**src/rtl/chime_scheduler.sv**
```systemverilog
// Purpose: beat-timed arbiter/sequencer for the clock's single tone generator (alarm > chime > key).
// Latency: a request pulse sampled at edge k shows on tone_period/busy/active_src right after edge k.
// Backpressure: none; requests that lose arbitration are dropped, except a chime during the alarm, which is held pending.
module chime_scheduler #(
   parameter int          BEAT_CYCLES = 50_000_000,
   parameter logic [19:0] BEEP_PERIOD = 20'd113636,
   parameter int          ALARM_BEATS = 64
) (
   input  logic        clk,
   input  logic        rst_n,
   input  logic        on,
   input  logic [5:0]  hour,
   input  logic [5:0]  min,
   input  logic [5:0]  sec,
   input  logic        alarm_hit,
   input  logic        alarm_stop,
   input  logic        key_beep,
   output logic [19:0] tone_period,
   output logic        busy,
   output logic [1:0]  active_src
);

   localparam int CW = (BEAT_CYCLES > 1) ? $clog2(BEAT_CYCLES) : 1;
   localparam int AW = (ALARM_BEATS > 1) ? $clog2(ALARM_BEATS) : 1;
   localparam logic [CW-1:0] BEAT_LAST  = CW'(BEAT_CYCLES - 1);
   localparam logic [AW-1:0] ALARM_LAST = AW'(ALARM_BEATS - 1);

   typedef enum logic [2:0] {IDLE, KEY, CHIME_ON, CHIME_OFF, ALARM} state_e;

   state_e        state_q, state_d;
   logic [CW-1:0] beat_cnt_q, beat_cnt_d;
   logic [3:0]    remaining_q, remaining_d;
   logic          chime_pending_q, chime_pending_d;
   logic [5:0]    sec_q;
   logic [2:0]    mel_idx_q, mel_idx_d;
   logic [AW-1:0] alarm_beat_q, alarm_beat_d;
   logic [19:0]   tone_q, tone_d;
   logic          busy_q, busy_d;
   logic [1:0]    src_q, src_d;

   logic          chime_trig;
   logic          beat_end;
   logic          restart;
   logic [5:0]    hour12;
   logic [3:0]    n_beeps;

   // Melody ROM, one entry per beat; a zero entry is a rest.
   function automatic logic [19:0] melody(input logic [2:0] idx);
      case (idx)
         3'd0:    melody = 20'd113636;
         3'd1:    melody = 20'd170300;
         3'd2:    melody = 20'd151700;
         3'd3:    melody = 20'd191131;
         3'd4:    melody = 20'd0;
         3'd5:    melody = 20'd191131;
         3'd6:    melody = 20'd143184;
         default: melody = 20'd113636;
      endcase
   endfunction

   // Chime trigger fires on the second rolling over to xx:00:00; beep count is the 12-hour dial value.
   always_comb begin
      chime_trig = (min == 6'd0) && (sec == 6'd0) && (sec_q != 6'd0);
      beat_end   = (beat_cnt_q == BEAT_LAST);
      hour12     = (hour >= 6'd12) ? (hour - 6'd12) : hour;
      n_beeps    = (hour12 == 6'd0) ? 4'd12 : hour12[3:0];
   end

   // Next-state, sequencing counters and registered output values.
   always_comb begin
      state_d         = state_q;
      remaining_d     = remaining_q;
      chime_pending_d = chime_pending_q;
      mel_idx_d       = mel_idx_q;
      alarm_beat_d    = alarm_beat_q;
      restart         = 1'b0;

      // Any alarm_hit outside ALARM aborts whatever is playing; an aborted chime is lost.
      if (state_q != ALARM && alarm_hit) begin
         state_d         = ALARM;
         mel_idx_d       = 3'd0;
         alarm_beat_d    = '0;
         remaining_d     = 4'd0;
         chime_pending_d = chime_pending_q | chime_trig;
      end else begin
         case (state_q)
            IDLE: begin
               if (chime_trig) begin
                  state_d     = CHIME_ON;
                  remaining_d = n_beeps;
               end else if (key_beep) begin
                  state_d = KEY;
               end
            end
            KEY: begin
               if (chime_trig) begin
                  state_d     = CHIME_ON;
                  remaining_d = n_beeps;
               end else if (beat_end) begin
                  state_d = IDLE;
               end
            end
            CHIME_ON: begin
               if (beat_end) begin
                  state_d     = CHIME_OFF;
                  remaining_d = remaining_q - 4'd1;
               end
            end
            CHIME_OFF: begin
               if (beat_end) state_d = (remaining_q != 4'd0) ? CHIME_ON : IDLE;
            end
            ALARM: begin
               if (chime_trig) chime_pending_d = 1'b1;
               if (alarm_hit) begin
                  restart      = 1'b1;
                  mel_idx_d    = 3'd0;
                  alarm_beat_d = '0;
               end else if (alarm_stop || (beat_end && alarm_beat_q == ALARM_LAST)) begin
                  // A chime held off by the alarm plays now, counted from the hour at exit.
                  if (chime_pending_d) begin
                     state_d         = CHIME_ON;
                     remaining_d     = n_beeps;
                     chime_pending_d = 1'b0;
                  end else begin
                     state_d = IDLE;
                  end
               end else if (beat_end) begin
                  mel_idx_d    = mel_idx_q + 3'd1;
                  alarm_beat_d = alarm_beat_q + 1'b1;
               end
            end
            default: state_d = IDLE;
         endcase
      end

      // Every state visit starts a fresh beat.
      if (state_d != state_q || restart || beat_end || state_d == IDLE) beat_cnt_d = '0;
      else                                                               beat_cnt_d = beat_cnt_q + 1'b1;

      tone_d = 20'd0;
      src_d  = 2'b00;
      case (state_d)
         KEY:       begin tone_d = BEEP_PERIOD;         src_d = 2'b01; end
         CHIME_ON:  begin tone_d = BEEP_PERIOD;         src_d = 2'b10; end
         CHIME_OFF: begin                               src_d = 2'b10; end
         ALARM:     begin tone_d = melody(mel_idx_d);   src_d = 2'b11; end
         default:   begin                                              end
      endcase
      if (!on) tone_d = 20'd0;
      busy_d = (state_d != IDLE);
   end

   // State and output registers.
   always_ff @(posedge clk or negedge rst_n) begin
      if (!rst_n) begin
         state_q         <= IDLE;
         beat_cnt_q      <= '0;
         remaining_q     <= 4'd0;
         chime_pending_q <= 1'b0;
         sec_q           <= 6'd0;
         mel_idx_q       <= 3'd0;
         alarm_beat_q    <= '0;
         tone_q          <= 20'd0;
         busy_q          <= 1'b0;
         src_q           <= 2'b00;
      end else begin
         state_q         <= state_d;
         beat_cnt_q      <= beat_cnt_d;
         remaining_q     <= remaining_d;
         chime_pending_q <= chime_pending_d;
         sec_q           <= sec;
         mel_idx_q       <= mel_idx_d;
         alarm_beat_q    <= alarm_beat_d;
         tone_q          <= tone_d;
         busy_q          <= busy_d;
         src_q           <= src_d;
      end
   end

   assign tone_period = tone_q;
   assign busy        = busy_q;
   assign active_src  = src_q;

endmodule

```
**config.mk**
```make
export PLATFORM = sky130hd
export DESIGN_NAME = chime_scheduler
export DESIGN_NICKNAME = d
export VERILOG_FILES = /design/src/rtl/chime_scheduler.sv
export SDC_FILE = /design/constraint.sdc
export NUM_CORES = 1
export LEC_CHECK = 0
export ABC_AREA = 1
export CORE_UTILIZATION = 40
export CTS_CLUSTER_DIAMETER = 40
export DETAILED_ROUTE_END_ITERATION = 10
export PLACE_DENSITY = 0.6
export SLEW_MARGIN = 20
export SYNTH_ARGS = -nofsm -noshare
export SYNTH_HDL_FRONTEND = slang
export SYNTH_SLANG_ARGS = --single-unit
```
**constraint.sdc**
```tcl
create_clock -name clk -period 3.6 [get_ports clk]
set_input_delay 0.72 -clock clk [delete_from_list [all_inputs] [get_ports clk]]
set_output_delay 0.72 -clock clk [all_outputs]
set_load 0.05 [all_outputs]
```
=== After elaboration in Yosys (flattened, before gate mapping) ===
Cells that the tools add are included.

* Logic and storage cells: 112
* Register bits: 72
* Output and inout bits: 23

* Equal/unequal tests: 24
* $add $sub $neg: 5
* Reduce and logical (&&, ||, !) cells: 25
* Mux-type cells: 46
* Bitwise logic cells: 1
* $lt $le $gt $ge: 1

{| class="wikitable"
|+ Operator list
! operator !! count
|-
| 18-bit case mux with 5 select lines || 1
|-
| 3-bit 2-to-1 mux || 14
|-
| 6-bit 2-to-1 mux || 6
|-
| 18-bit case mux with 2 select lines || 1
|-
| 4-bit 2-to-1 mux || 7
|-
| 26-bit by 1-bit adder with 26-bit output (second input constant) || 1
|-
| 26-bit == test (second input constant) || 1
|-
| 26-bit 2-to-1 mux || 1
|-
| 20-bit 2-to-1 mux || 1
|-
| 3-bit by 2-bit == test with 1-bit output (second input constant) || 6
|-
| 6-bit logical NOT || 3
|-
| 3-bit != test (second input constant) || 6
|-
| 3-bit == test (second input constant) || 5
|-
| 3-bit case mux with 5 select lines || 1
|-
| 4-bit case mux with 3 select lines || 1
|-
| 1-bit 2-to-1 mux || 10
|-
| 3-bit by 1-bit == test with 1-bit output (second input constant) || 3
|-
| 4-bit nonzero test || 2
|-
| 2-bit OR reduction || 4
|-
| 6-bit by 1-bit adder with 6-bit output (second input constant) || 1
|-
| 6-bit == test (second input constant) || 1
|-
| 6-bit by 4-bit >= comparator with 1-bit output (second input constant) || 1
|-
| 3-bit logical NOT || 2
|-
| 2-bit case mux with 3 select lines || 1
|-
| 14 further kinds || 22
|}

=== Logic depth before layout (Yosys ltp) ===
Gate-level depths: netlist (run 1).

* Depth after elaboration: 16
* Mapped depth: 17

=== Least setup slack after synthesis (run 1) ===
Ideal clock, no wire load.

* Path kind: input port to flip-flop
* Start point: input sec[1]
* End point: register beat_cnt_q[15]
* Path slack: 1.397 ns
* Stages on the path: 12
* Path buffers: 1
* Arrival time: 2.134 ns
* Setup time: 0.068 ns
* Cells stage by stage: nor2_1 > nand2_1 > nor2_1 > nand3_1 > o211ai_2 > nand3_2 > nand2_2 > nor2_1 > nor3_4 > nand3_4 > buf_12 > nor2_4

* Cells in the longest elaborated chain, start to end: 16
* Elaborated cells on any way between the ends: 19
* Those cells by class: eq/ne: 1; mux: 11; reduce/logical: 7

{| class="wikitable"
|+ Ends and longest elaborated chain
! item !! RTL line !! text
|-
| start, declared || 14 || <nowiki>input logic [5:0] sec,</nowiki>
|-
| 6-bit logical NOT (*) || 63 || <nowiki>chime_trig = (min == 6'd0) && (sec == 6'd0) && (sec_q != 6'd0);</nowiki>
|-
| 1-bit logical AND (*) (2 in a row) || 63 ||
|-
| 1-bit 2-to-1 mux || 113 || <nowiki>if (chime_trig) chime_pending_d = 1'b1;</nowiki>
|-
| 1-bit 2-to-1 mux || 86 || <nowiki>case (state_q)</nowiki>
|-
| 1-bit 2-to-1 mux || 79 || <nowiki>if (state_q != ALARM && alarm_hit) begin</nowiki>
|-
| 2-bit 2-to-1 mux || 120 || <nowiki>if (chime_pending_d) begin</nowiki>
|-
| 3-bit 2-to-1 mux || 118 || <nowiki>end else if (alarm_stop || (beat_end && alarm_beat_q == ALARM_LAST)) begin</nowiki>
|-
| 3-bit 2-to-1 mux || 114 || <nowiki>if (alarm_hit) begin</nowiki>
|-
| 3-bit case mux with 5 select lines (*) || 86 ||
|-
| 3-bit 2-to-1 mux (*) || 79 ||
|-
| 3-bit != test || 137 || <nowiki>if (state_d != state_q || restart || beat_end || state_d == IDLE) beat_cnt_d = '0;</nowiki>
|-
| 1-bit logical OR (2 in a row) || 137 ||
|-
| 1-bit logical OR (*) || 137 ||
|-
| 26-bit 2-to-1 mux (*) || 137 ||
|-
| named net beat_cnt_d[15] || 31 || <nowiki>logic [CW-1:0] beat_cnt_q, beat_cnt_d;</nowiki>
|-
| end signal, assigned || 168 || <nowiki>beat_cnt_q <= beat_cnt_d;</nowiki>
|-
| end, declared || 31 ||
|}

Mark *: on every way through the listed nets, which the timed path passes. The rest lies on a longest branch. The select of a mux whose other input is x is not followed.
A chain may end at the register's enable or synchronous reset.

=== Worst setup path after layout (run 1) ===
* Start point: input sec[3]
* End point: register beat_cnt_q[25]

The elaborated chain is that of the path after synthesis.

==> results of run 1 <==
[flip-flops by register name (all words and copies together) (netlist names)]
register,cells
beat_cnt_q,26
chime_pending_q,1
remaining_q,4
mel_idx_q,3
sec_q,6
state_q,3
busy,1
tone_period,14
active_src,2
alarm_beat_q,6
[per-stage QoR]
| step | power [W] | util [%] | hold slack, ps | instances | area (um2) |
|---|---|---|---|---|---|
| 3_5_place_dp | 0.00124 | 46.9 | 477 | 617 | 4340 |
| 5_1_grt | 0.00188 | 48.8 | 510 | 633 | 4510 |
| 4_1_cts | 0.00180 | 48.8 | 486 | 633 | 4510 |
| 3_3_place_gp | 0.00123 | 46.9 | 461 | 617 | 4340 |
| 6_report | 0.00177 | 48.8 | 479 | 633 | 4510 |
| 2_1_floorplan | 0.00113 | - | 424 | 452 | 3820 |
[cells in the mapped netlist, types with 2 or more instances]
cell	n	area (um2)
a21oi_1	14	70.1
buf_12	2	40.0
buf_4	6	45.0
dfrtp_1	66	1650
ha_1	6	75.1
inv_1	50	188
inv_2	10	37.5
nand2_1	84	315
nand2_2	10	62.6
nand3_1	33	165
nand3_2	3	30.0
nand4_1	10	62.6
nor2_1	56	210
nor2_2	9	56.3
nor2_4	24	270
nor3_1	5	25.0
nor3_2	2	20.0
nor3_4	2	32.5
nor4_1	2	12.5
o2111ai_1	3	26.3
o21ai_0	11	55.1
o21ai_2	2	17.5
xnor2_1	8	70.1
xor2_1	15	131
[how the worst max path moves through the flow]
stage / from / to / slack (ps) / depth (start not counted)
after detailed placement: sec[3] / beat_cnt_q[25] / 320 / 14
after global routing: sec[4] / beat_cnt_q[0] / 450 / 14
after CTS: sec[3] / beat_cnt_q[2] / 680 / 14
after floorplan: sec[1] / beat_cnt_q[15] / 1400 / 12
final: sec[3] / beat_cnt_q[25] / 700 / 14
after global placement: sec[3] / beat_cnt_q[25] / 410 / 14
[layout make-up]
class,instances,area [um2],area share [%]
multi-input cells,316,1850,41.1
clock buffers,10,128,2.83
repair buffers,45,443,9.83
flip-flops and latches,66,1650,36.6
inverters,61,229,5.08
well taps,129,161,3.58
clock inverters,6,42.5,0.944
[cells by family (layout without fill, tap and decap cells)]
logic type / after synthesis / after routing / share of synthesized area [%]
other: 1 / 2 / 0.0982
AND/OR/NAND/NOR: 245 / 245 / 34.4
AO/OA/AOI/OAI: 38 / 38 / 6.16
flip-flops: 66 / 66 / 43.2
adder cells (fa/ha/maj): 6 / 6 / 1.97
XOR/XNOR: 23 / 23 / 5.27
multiplexers: 2 / 2 / 0.557
buffers and inverters: 70 / 122 / 8.35
[report_power, final]
part / switching (W) / internal (W) / leakage [nW] / total (W)
logic: 0.000276 / 0.000125 / 0.988 / 0.000401
clock network: 0.000306 / 0.000251 / 0.0827 / 0.000557
registers: 0.0000292 / 0.000787 / 0.877 / 0.000816
[layout by cell type (no fill, tap or decap), drive strengths merged, types with 2 or more instances in the layout]
cell type       n
a21oi          14
and2            2
buf             2
clkbuf         10
clkdlybuf4s50  43
clkinv          4
clkinvlp        2
conb            2
dfrtp          66
ha              6
inv            61
nand2          94
nand3          37
nand4          10
nor2           89
nor3            9
nor3b           2
nor4            2
o2111ai         3
o21ai          14
xnor2           8
xor2           15
[layer usage]
metal	up-vias	routed length [um]	GRT usage (%)
li1	1522	-	-
met1	1388	3410	20.8
met2	36	3610	28.5
met3	12	205	4.22
met4	0	113	5.43
met5	-	0	0
==> summary.md, run 1 <==
| Metric | Value |
|---|---|
| WS Path Type | in -> reg |
| Unique cell type count in the Yosys netlist | 42 |
| Hold Crit Depth | 1 |
| Share of layout cells above drive strength 1 | between 10% and 20% |
| Fillers | between 800 and 900 |
| Area Growth Syn to Fin | 18.0% |
| Die width | approximately 100 um |
| Core area | about 9200 um2 |
| Core Rows | 35 |
| Via count | between 2k and 3k |
| DRT iter0 DRCs | 81 |
| R2r worst-path depth | 15 |
| CTS Sinks | 66 |
| Status | completed |
| CTS buffer count | 9 |
| Worst path bufs/invs | 1 |
| Critical R2R Launch | beat_cnt_q[0] |
| Cts repair resizes | 0 |
| CP arrival | between 3000 and 4000 ps |
| Min cycle time layout | roughly 2900 ps |
| EDFF count, synth | 0 |
| Skew-Pair Late Insertion Delay | about 350 ps |
| Antenna Cells | 0 |
| Hold EP | alarm_beat_q[5] |
| Layout Skew | about 9.3 ps |
| Die area | roughly 9900 um2 |
| Crit path cell chain | clkdlybuf4s50_1, nor2_1, and2_0, nand3_1, o21ai_0, nand2_1, nand2_1, nor2_2, nand2_2, nand2_2, nand2_2, nand2_2, nand3_4, nor2_1 |
| Slew margin rel. | a little under half |
| Worst setup margin | between 700 and 800 ps |
| Max FO, Critical Path | 26 |
| Worst setup EP type | flip-flop |
| CTS H-Tree Depth | 3 |
| RSZ-0062 raised after global routing | false |
| Initial antenna violation count | 0 |
| Final setup fails | 0 |
| Post-synthesis sequential area ratio | a little over two fifths |
| Final Hold Fails | 0 |
| Largest net degree at the start of global routing | 67 |
| Final Cycle Share | between 80% and 90% |
| CTS Buffer Depth | 2 |
| Die Span Y | 99.7 um |
| Maximum vdd drop | 0.000148 V |
| Post-synth ARST share | between 90% and 100% |
| Post-route antenna net violation count | 0 |
| Pwr dens | ~400 nW/um2 |
| Gr usage total | 16.8% |
| Worst slew pin tran | about 800 ps |
| Worst R2R Setup Slack | a little under 900 ps |
| Via-to-Cell Ratio | approximately 4.7 |
| Drt pass-1 iters | 4 |
| Nets | roughly 530 |
| P_leak | ~1.9 nW |
| DP Wirelength | ~5500 um |
| Hold crit path type | reg -> reg |
| CTS tree | done |
| Total grt overflow | 0 |
| Crit path top cell by count | nand2_2 |
| Fmax achieved | between 300 and 400 MHz |
| Ys flop type | dfrtp_1 |
| Initial core utilization | slightly above 40% |
| Ports | between 40 and 50 |
| Maxcap violations | 0 |
| Setup crit start kind | primary input |
| R2R Path End | beat_cnt_q[25] |
| Detailed-route DRC error count | 0 |
| Cts hold-fix bufs | 0 |
| Number of synthesized register bits | 66 |
| Final Max Slew Viols | 0 |
| Syn Area/Cell | ~8.5 um2 |
| Sum of negative setup slack | 0 ps |
| Ys Warns | 0 |
| Worst path slowest cell | clkdlybuf4s50_1 |
| Worst path max stage delay | a little under 500 ps |
| Clock transition at the registers of the reported paths | ~70 ps |
| # port buffers | between 40 and 50 |
| Required @ worst endpoint | around 3900 ps |
| Routed WL per cell | 11.6 um |
| Worst slack at placement | 323 ps |
| CP top delay family | simple AND/OR/NAND/NOR gates |
| GPL Wtd Cong | 0.809 |
| Setup bufs post-CTS | 0 |
| Cell at the root of the clock tree | clkbuf_8 |
| Vias in the first global route | roughly 2.9k |
| Hold path startpoint | alarm_beat_q[5] |
| Area of the mapped netlist | around 3800 um2 |
| First-pass GRT wire length | ~13000 um |
| Detailed Route WL | about 7300 um |
| Synth Instances | 451 |
Power figures use the tool's default switching activity.
==> run 2: changes to the inputs <==
==> constraint.sdc (replaced) <==
create_clock -name clk -period 2.9 [get_ports clk]
set_input_delay 0.58 -clock clk [delete_from_list [all_inputs] [get_ports clk]]
set_output_delay 0.58 -clock clk [all_outputs]
set_load 0.05 [all_outputs]
==> run 2 against run 1 <==
  * Sequential share of layout area is 0.40 points lower
  * Wire length is 2.7% higher
  * Register-to-register slack worse by 360 ps
  * Hold slack worse by 130 ps
  * Worst setup slack worse by 180 ps
  * Utilization is 0.54 points higher
  * Global-route usage is 0.60 points higher
  * Critical path type is now reg -> reg
==> summary.md, run 2 (synthesis results as in run 1) <==
| Metric | Value |
|---|---|
| Cell at the root of the clock tree | clkbuf_8 (unchanged) |
| P_leak | 1.98 nW (was 1.95 nW) |
| Met1 usage | 21.4% (was 20.8%) |
| Initial core utilization | 41.3% (unchanged) |
| Min cycle time layout | between 2000 and 2500 ps |
| CTS Sinks | 66 (unchanged) |
| Antenna Cells | 0 (unchanged) |
| Fin util | 49.3% (was 48.8%) |
| Core Rows | 35 (unchanged) |
| Maxcap violations | 0 (unchanged) |
| Area Growth Syn to Fin | 19.3% (was 18.0%) |
| CTS H-Tree Depth | 3 (unchanged) |
| Clock transition at the registers of the reported paths | 70 ps (about the same) |
| Gr usage total | 17.4% (was 16.8%) |
| Share of layout cells above drive strength 1 | 16.8% (was 16.7%) |
| Via-to-Cell Ratio | 4.69 (was 4.67) |
| Post-route antenna net violation count | 0 (unchanged) |
| Status | completed (unchanged) |
| Worst setup EP type | flip-flop (unchanged) |
| CP arrival | 2610 ps (was 3160 ps) |
| Fmax achieved | 420 MHz |
| RSZ-0062 raised after global routing | false (unchanged) |
| DRT iter0 DRCs | 109 (was 81) |
| Die width | 99.7 um (unchanged) |
| Sum of negative setup slack | 0 ps (unchanged) |
| Most common cell after layout, fill and taps aside | nand2_1 (unchanged) |
| Met3 Usage GRT | 4.22% (unchanged) |
| Initial antenna violation count | 0 (unchanged) |
| Pwr dens | 500 nW/um2 (was 393 nW/um2) |
| Most frequent cells in the layout | nand2_1, dfrtp_1, nor2_1 (unchanged) |
| Worst slew pin tran | 883 ps (was 822 ps) |
| CTS Buffer Depth | 2 (unchanged) |
| Non-Filler Instances | 635 (was 633) |
| Layout Skew | 9.46 ps (was 9.33 ps) |
| Ports | 47 (unchanged) |
| GR Util met2 | 29.3% (was 28.5%) |
| WS Path Type | reg -> reg (was in -> reg) |
| CTS buffer count | 9 (unchanged) |
| Routed WL per cell | 11.9 um (was 11.6 um) |
| First-pass GRT wire length | 13400 um (was 13100 um) |
| Cts repair resizes | 0 (unchanged) |
| DP Wirelength | 5810 um (was 5480 um) |
| Slew margin rel. | 41.1% (was 45.2%) |
| Die Span Y | 99.7 um (unchanged) |
| Detailed-route DRC error count | 0 (unchanged) |
| Detailed Route WL | 7540 um (was 7340 um) |
| Final Max Slew Viols | 0 (unchanged) |
| Fillers | 924 (was 888) |
| Maximum vdd drop | 0.000197 V (was 0.000148 V) |
| Skew-Pair Late Insertion Delay | 340 ps (was 350 ps) |
| Setup crit start kind | flip-flop (was primary input) |
| # port buffers | 44 (unchanged) |
| Final Hold Fails | 0 (unchanged) |
| Via count | 2975 (was 2958) |
| Largest net degree at the start of global routing | 40 (was 67) |
| Placed insts | 620 (was 617) |
| CTS tree | done (unchanged) |
| Most flop-heavy register | beat_cnt_q (unchanged) |
| Top Usage Layer GRT | met2 (unchanged) |
| Vias in the first global route | 2947 (was 2912) |
| Cts hold-fix bufs | 0 (unchanged) |
| Required @ worst endpoint | 3130 ps (was 3860 ps) |
| Nets | 532 (was 529) |
| GPL Wtd Cong | 0.844 (was 0.809) |
| Max FO, Critical Path | 26 (unchanged) |
| Die area | 9940 um2 (unchanged) |
| Core area | 9240 um2 (unchanged) |
| Final setup fails | 0 (unchanged) |
| Total grt overflow | 0 (unchanged) |
| Hold crit path type | in -> async (was reg -> reg) |
| Setup bufs post-CTS | 0 (unchanged) |
| Drt pass-1 iters | 4 (unchanged) |
| Final Cycle Share | about 82% |
| Largest register FFs | 26 (unchanged) |
-- run 2: changes by cell type in the layout (fill, tap and decap cells not counted) --
cell / previous run / this run
clkinvlp_4: 2 / 0
clkbuf_1: 1 / 2
buf_12: 0 / 1
bufinv_16: 0 / 1
clkbuf_8: 9 / 10
inv_6: 1 / 0
buf_4: 1 / 3
clkinv_4: 1 / 0
-- run 2: final timing paths --
kind                            startpoint         endpoint  slack (ps)  depth (start not counted)
max                          beat_cnt_q[0]    beat_cnt_q[2]         520                         15
min                                  rst_n         sec_q[0]         350                          1
max reg2reg                  beat_cnt_q[0]    beat_cnt_q[2]         520                         15
min reg2reg                alarm_beat_q[5]  alarm_beat_q[5]         480                          1
max in group asynchronous            rst_n  tone_period[15]        1800                          2
min in group clk           alarm_beat_q[5]  alarm_beat_q[5]         480                          1
-- run 2: power breakdown --
part | internal [W] | switching, W | total (W)
sequential | 0.000977 | 0.0000357 | 0.00101
clock | 0.000413 | 0.000332 | 0.000746
combinational | 0.000169 | 0.000351 | 0.000520
-- run 2: metrics by stage --
stage | power, W | hold WS (ps) | instance area, um2 | setup slack, ps
finish | 0.00228 | 349 | 4560 | 520
global route | 0.00241 | 419 | 4560 | 231
CTS | 0.00232 | 386 | 4560 | 478
detailed placement | 0.00156 | 466 | 4370 | 167
global placement | 0.00155 | 457 | 4370 | 254
floorplan | 0.00140 | 284 | 3820 | 837
-- run 2: per-layer routing --
metal / routed length [um] / vias to the layer above
li1: - / 1532
met1: 3450 / 1391
met2: 3680 / 44
met3: 312 / 8
met4: 93 / 0
met5: 0 / -
-- run 2: cell type report --
class | instances | area [um2] | share of cell area, %
well taps | 129 | 161 | 3.54
clock buffers | 12 | 145 | 3.18
repair buffers | 48 | 478 | 10.5
multi-input cells | 316 | 1850 | 40.7
inverters | 61 | 229 | 5.02
clock inverters | 3 | 40.0 | 0.878
flip-flops and latches | 66 | 1650 | 36.2
-- run 2: worst max-delay path, stage by stage (launching register included) --
cell and delay (ps):
dfrtp_1 390, ha_1 220, nand3_2 160, inv_1 110
nand2_1 60, nor2_2 150, nand3_1 90, nand2_1 110
nand2_1 90, o21ai_2 170, nand2_1 120, nand2_2 100
nand2_2 60, nand3_4 80, buf_12 260, nor2_1 70
==> run 3: changes to the inputs <==
--- a/config.mk
+++ b/config.mk
@@ -9,7 +9,7 @@
 export CORE_UTILIZATION = 40
 export CTS_CLUSTER_DIAMETER = 40
 export DETAILED_ROUTE_END_ITERATION = 10
-export PLACE_DENSITY = 0.6
+export PLACE_DENSITY = 0.62
 export SLEW_MARGIN = 20
 export SYNTH_ARGS = -nofsm -noshare
 export SYNTH_HDL_FRONTEND = slang
==> constraint.sdc (replaced) <==
create_clock -name clk -period 2 [get_ports clk]
set_input_delay 0.4 -clock clk [delete_from_list [all_inputs] [get_ports clk]]
set_output_delay 0.4 -clock clk [all_outputs]
set_load 0.05 [all_outputs]
==> run 3 against run 2 <==
  * The run now ends with setup timing left
  * Cell area rose by 28%
  * Sequential power rose by 45%
  * Maximum frequency rose by 8.6%
  * Total power rose by 66%
  * Clock power rose by 73%
  * Clock skew fell by 0.57 ps
  * Via count rose by 17%
  * Sequential cell count did not move
  * Sequential share of layout area fell by 7.9 points
==> summary.md, run 3 (synthesis results as in run 1) <==
| Metric | Value |
|---|---|
| Status | finished with violations (was completed) |
| Failing checks | setup timing |
| Sum of negative setup slack | -5870 ps (was 0 ps) |
| Placed insts | 702 (was 620) |
| CTS Sinks | 66 (unchanged) |
| Final setup fails | 45 (was 0) |
| Final Hold Fails | 0 (unchanged) |
| Initial core utilization | 41.3% (unchanged) |
| # port buffers | 44 (unchanged) |
| Skew-Pair Late Insertion Delay | 350 ps (was 340 ps) |
| Die area | 9940 um2 (unchanged) |
| Antenna Cells | 0 (unchanged) |
| Die width | 99.7 um (unchanged) |
| Ports | 47 (unchanged) |
| Worst path slowest cell | dfrtp_1 (unchanged) |
| CTS Buffer Depth | 2 (unchanged) |
| Final Max Slew Viols | 0 (unchanged) |
| Crit path top cell by count | nand2_1 (unchanged) |
| First-pass GRT wire length | 15700 um (was 13400 um) |
| Worst setup EP type | flip-flop (unchanged) |
| Worst path max stage delay | 390 ps (about the same) |
| Most flop-heavy register | beat_cnt_q (unchanged) |
| Min cycle time layout | 2190 ps (was 2380 ps) |
| Cell at the root of the clock tree | clkbuf_8 (unchanged) |
| Core area | 9240 um2 (unchanged) |
| Maxcap violations | 0 (unchanged) |
| Slew margin rel. | 66.1% (was 41.1%) |
| Worst R2R Setup Slack | -190 ps (was 520 ps) |
| Initial antenna violation count | 0 (unchanged) |
| Routed WL per cell | 13.0 um (was 11.9 um) |
| Most frequent cells in the layout | buf_4, dfrtp_1, nand2_1 (was nand2_1, dfrtp_1, nor2_1) |
| CTS H-Tree Depth | 3 (unchanged) |
| Fmax achieved | 456 MHz (was 420 MHz) |
| Detailed Route WL | 9580 um (was 7540 um) |
| R2r worst-path depth | 15 (unchanged) |
| Hold crit path type | in -> async (unchanged) |
| Maximum vdd drop | 0.000490 V (was 0.000197 V) |
| Clock transition at the registers of the reported paths | 80 ps (was 70 ps) |
| Final Cycle Share | 110% (was 82.1%) |
| Pwr dens | 647 nW/um2 (was 500 nW/um2) |
| Largest net degree at the start of global routing | 67 (was 40) |
| Layout Skew | 8.90 ps (was 9.46 ps) |
| Fillers | 746 (was 924) |
| Total grt overflow | 0 (unchanged) |
| Crit path cell chain | ha_4, nand3_4, nor2_2, nand2_1, nor2_2, buf_4, nand4_1, nand2_2, nand3_4, buf_6, o21ai_2, nand2_1, nand2_1, nand2_2, nand2_1 (was ha_1, nand3_2, inv_1, nand2_1, nor2_2, nand3_1, nand2_1, nand2_1, o21ai_2, nand2_1, nand2_2, nand2_2, nand3_4, buf_12, nor2_1) |
| Via-to-Cell Ratio | 4.75 (was 4.69) |
| Non-Filler Instances | 735 (was 635) |
| CP arrival | 2490 ps (was 2610 ps) |
| DP Wirelength | 6480 um (was 5810 um) |
| Gr usage total | 20.2% (was 17.4%) |
| CTS tree | done (unchanged) |
| Drt pass-1 iters | 4 (unchanged) |
| Post-route antenna net violation count | 0 (unchanged) |
| P_leak | 2.58 nW (was 1.98 nW) |
| Detailed-route DRC error count | 0 (unchanged) |
| Worst setup margin | -192 ps (was 520 ps) |
| Worst slack at placement | -482 ps (was 167 ps) |
| DRT iter0 DRCs | 85 (was 109) |
| Setup crit start kind | flip-flop (unchanged) |
| Register area | 1650 um2 (about the same) |
| R2R Path End | tone_period[8] (was beat_cnt_q[2]) |
| Share of layout cells above drive strength 1 | 44.7% (was 16.8%) |
| Largest register FFs | 26 (unchanged) |
| Area Growth Syn to Fin | 52.6% (was 19.3%) |
| Core Rows | 35 (unchanged) |
| Fin util | 63.1% (was 49.3%) |
| Critical R2R Launch | beat_cnt_q[0] (unchanged) |
| Most common cell after layout, fill and taps aside | buf_4 (was nand2_1) |
| WS Path Type | reg -> reg (unchanged) |
| Vias in the first global route | 3635 (was 2947) |
| Worst slew pin tran | 507 ps (was 883 ps) |
| GPL Wtd Cong | 0.853 (was 0.844) |
| Via count | 3489 (was 2975) |
| Required @ worst endpoint | 2300 ps (was 3130 ps) |
| Multi-input gate area | 2240 um2 (was 1850 um2) |
| RSZ-0062 raised after global routing | true (was false) |
| Nets | 631 (was 532) |
| CTS buffer count | 9 (unchanged) |
| Cts hold-fix bufs | 0 (unchanged) |
| Die Span Y | 99.7 um (unchanged) |
| Max FO, Critical Path | 4 (was 26) |
## run 3: per-layer routing
layer / share of wire [%] / GRT usage, %
met1: 41 / 23.3
met2: 54 / 37.1
met3: 3.3 / 3.37
met4: 1.9 / 7.69
met5: 0 / 0
## run 3: worst max-delay path by stage
stage,startpoint,end,slack [ps],depth (start not counted)
finish,beat_cnt_q[0],tone_period[8],-190,15
global route,beat_cnt_q[1],tone_period[7],-330,17
CTS,beat_cnt_q[0],beat_cnt_q[16],-140,17
detailed placement,sec[1],beat_cnt_q[4],-480,13
global placement,sec[3],beat_cnt_q[0],-390,15
floorplan,beat_cnt_q[0],beat_cnt_q[15],4,15
## run 3: layout make-up
cell class	count	area share (%)
inverters	61	4.10
clock buffers	9	2.12
clock inverters	7	1.76
repair buffers	147	22.5
multi-input cells	316	38.4
flip-flops and latches	66	28.3
well taps	129	2.77
## run 3: worst max-delay path: cells and delay by family (launching register included)
kind,cells,cell delay [ps]
flops,1,390
buf+inv,2,280
simple gates,11,1150
compound gates,1,150
fa+ha+maj,1,170
## run 3: power breakdown
group | switching, W | internal (W)
Clock | 0.000573 | 0.000714
Combinational | 0.000596 | 0.000428
Sequential | 0.0000468 | 0.00142
## run 3: stage by stage
step	hold slack (ps)	total power [W]	cell area [um2]
after floorplan	104	0.00204	3840
after global placement	448	0.00237	5030
after detailed placement	446	0.00239	5030
after CTS	76.2	0.00379	5600
after global routing	80.0	0.00396	5830
final	46.3	0.00377	5830
## run 3: timing repair
action	CTS	global route
cloned	2	0
gates resized for setup	57	64
pin swaps	31	30
endpoints found under the setup margin	47	51
buffers inserted	11	10
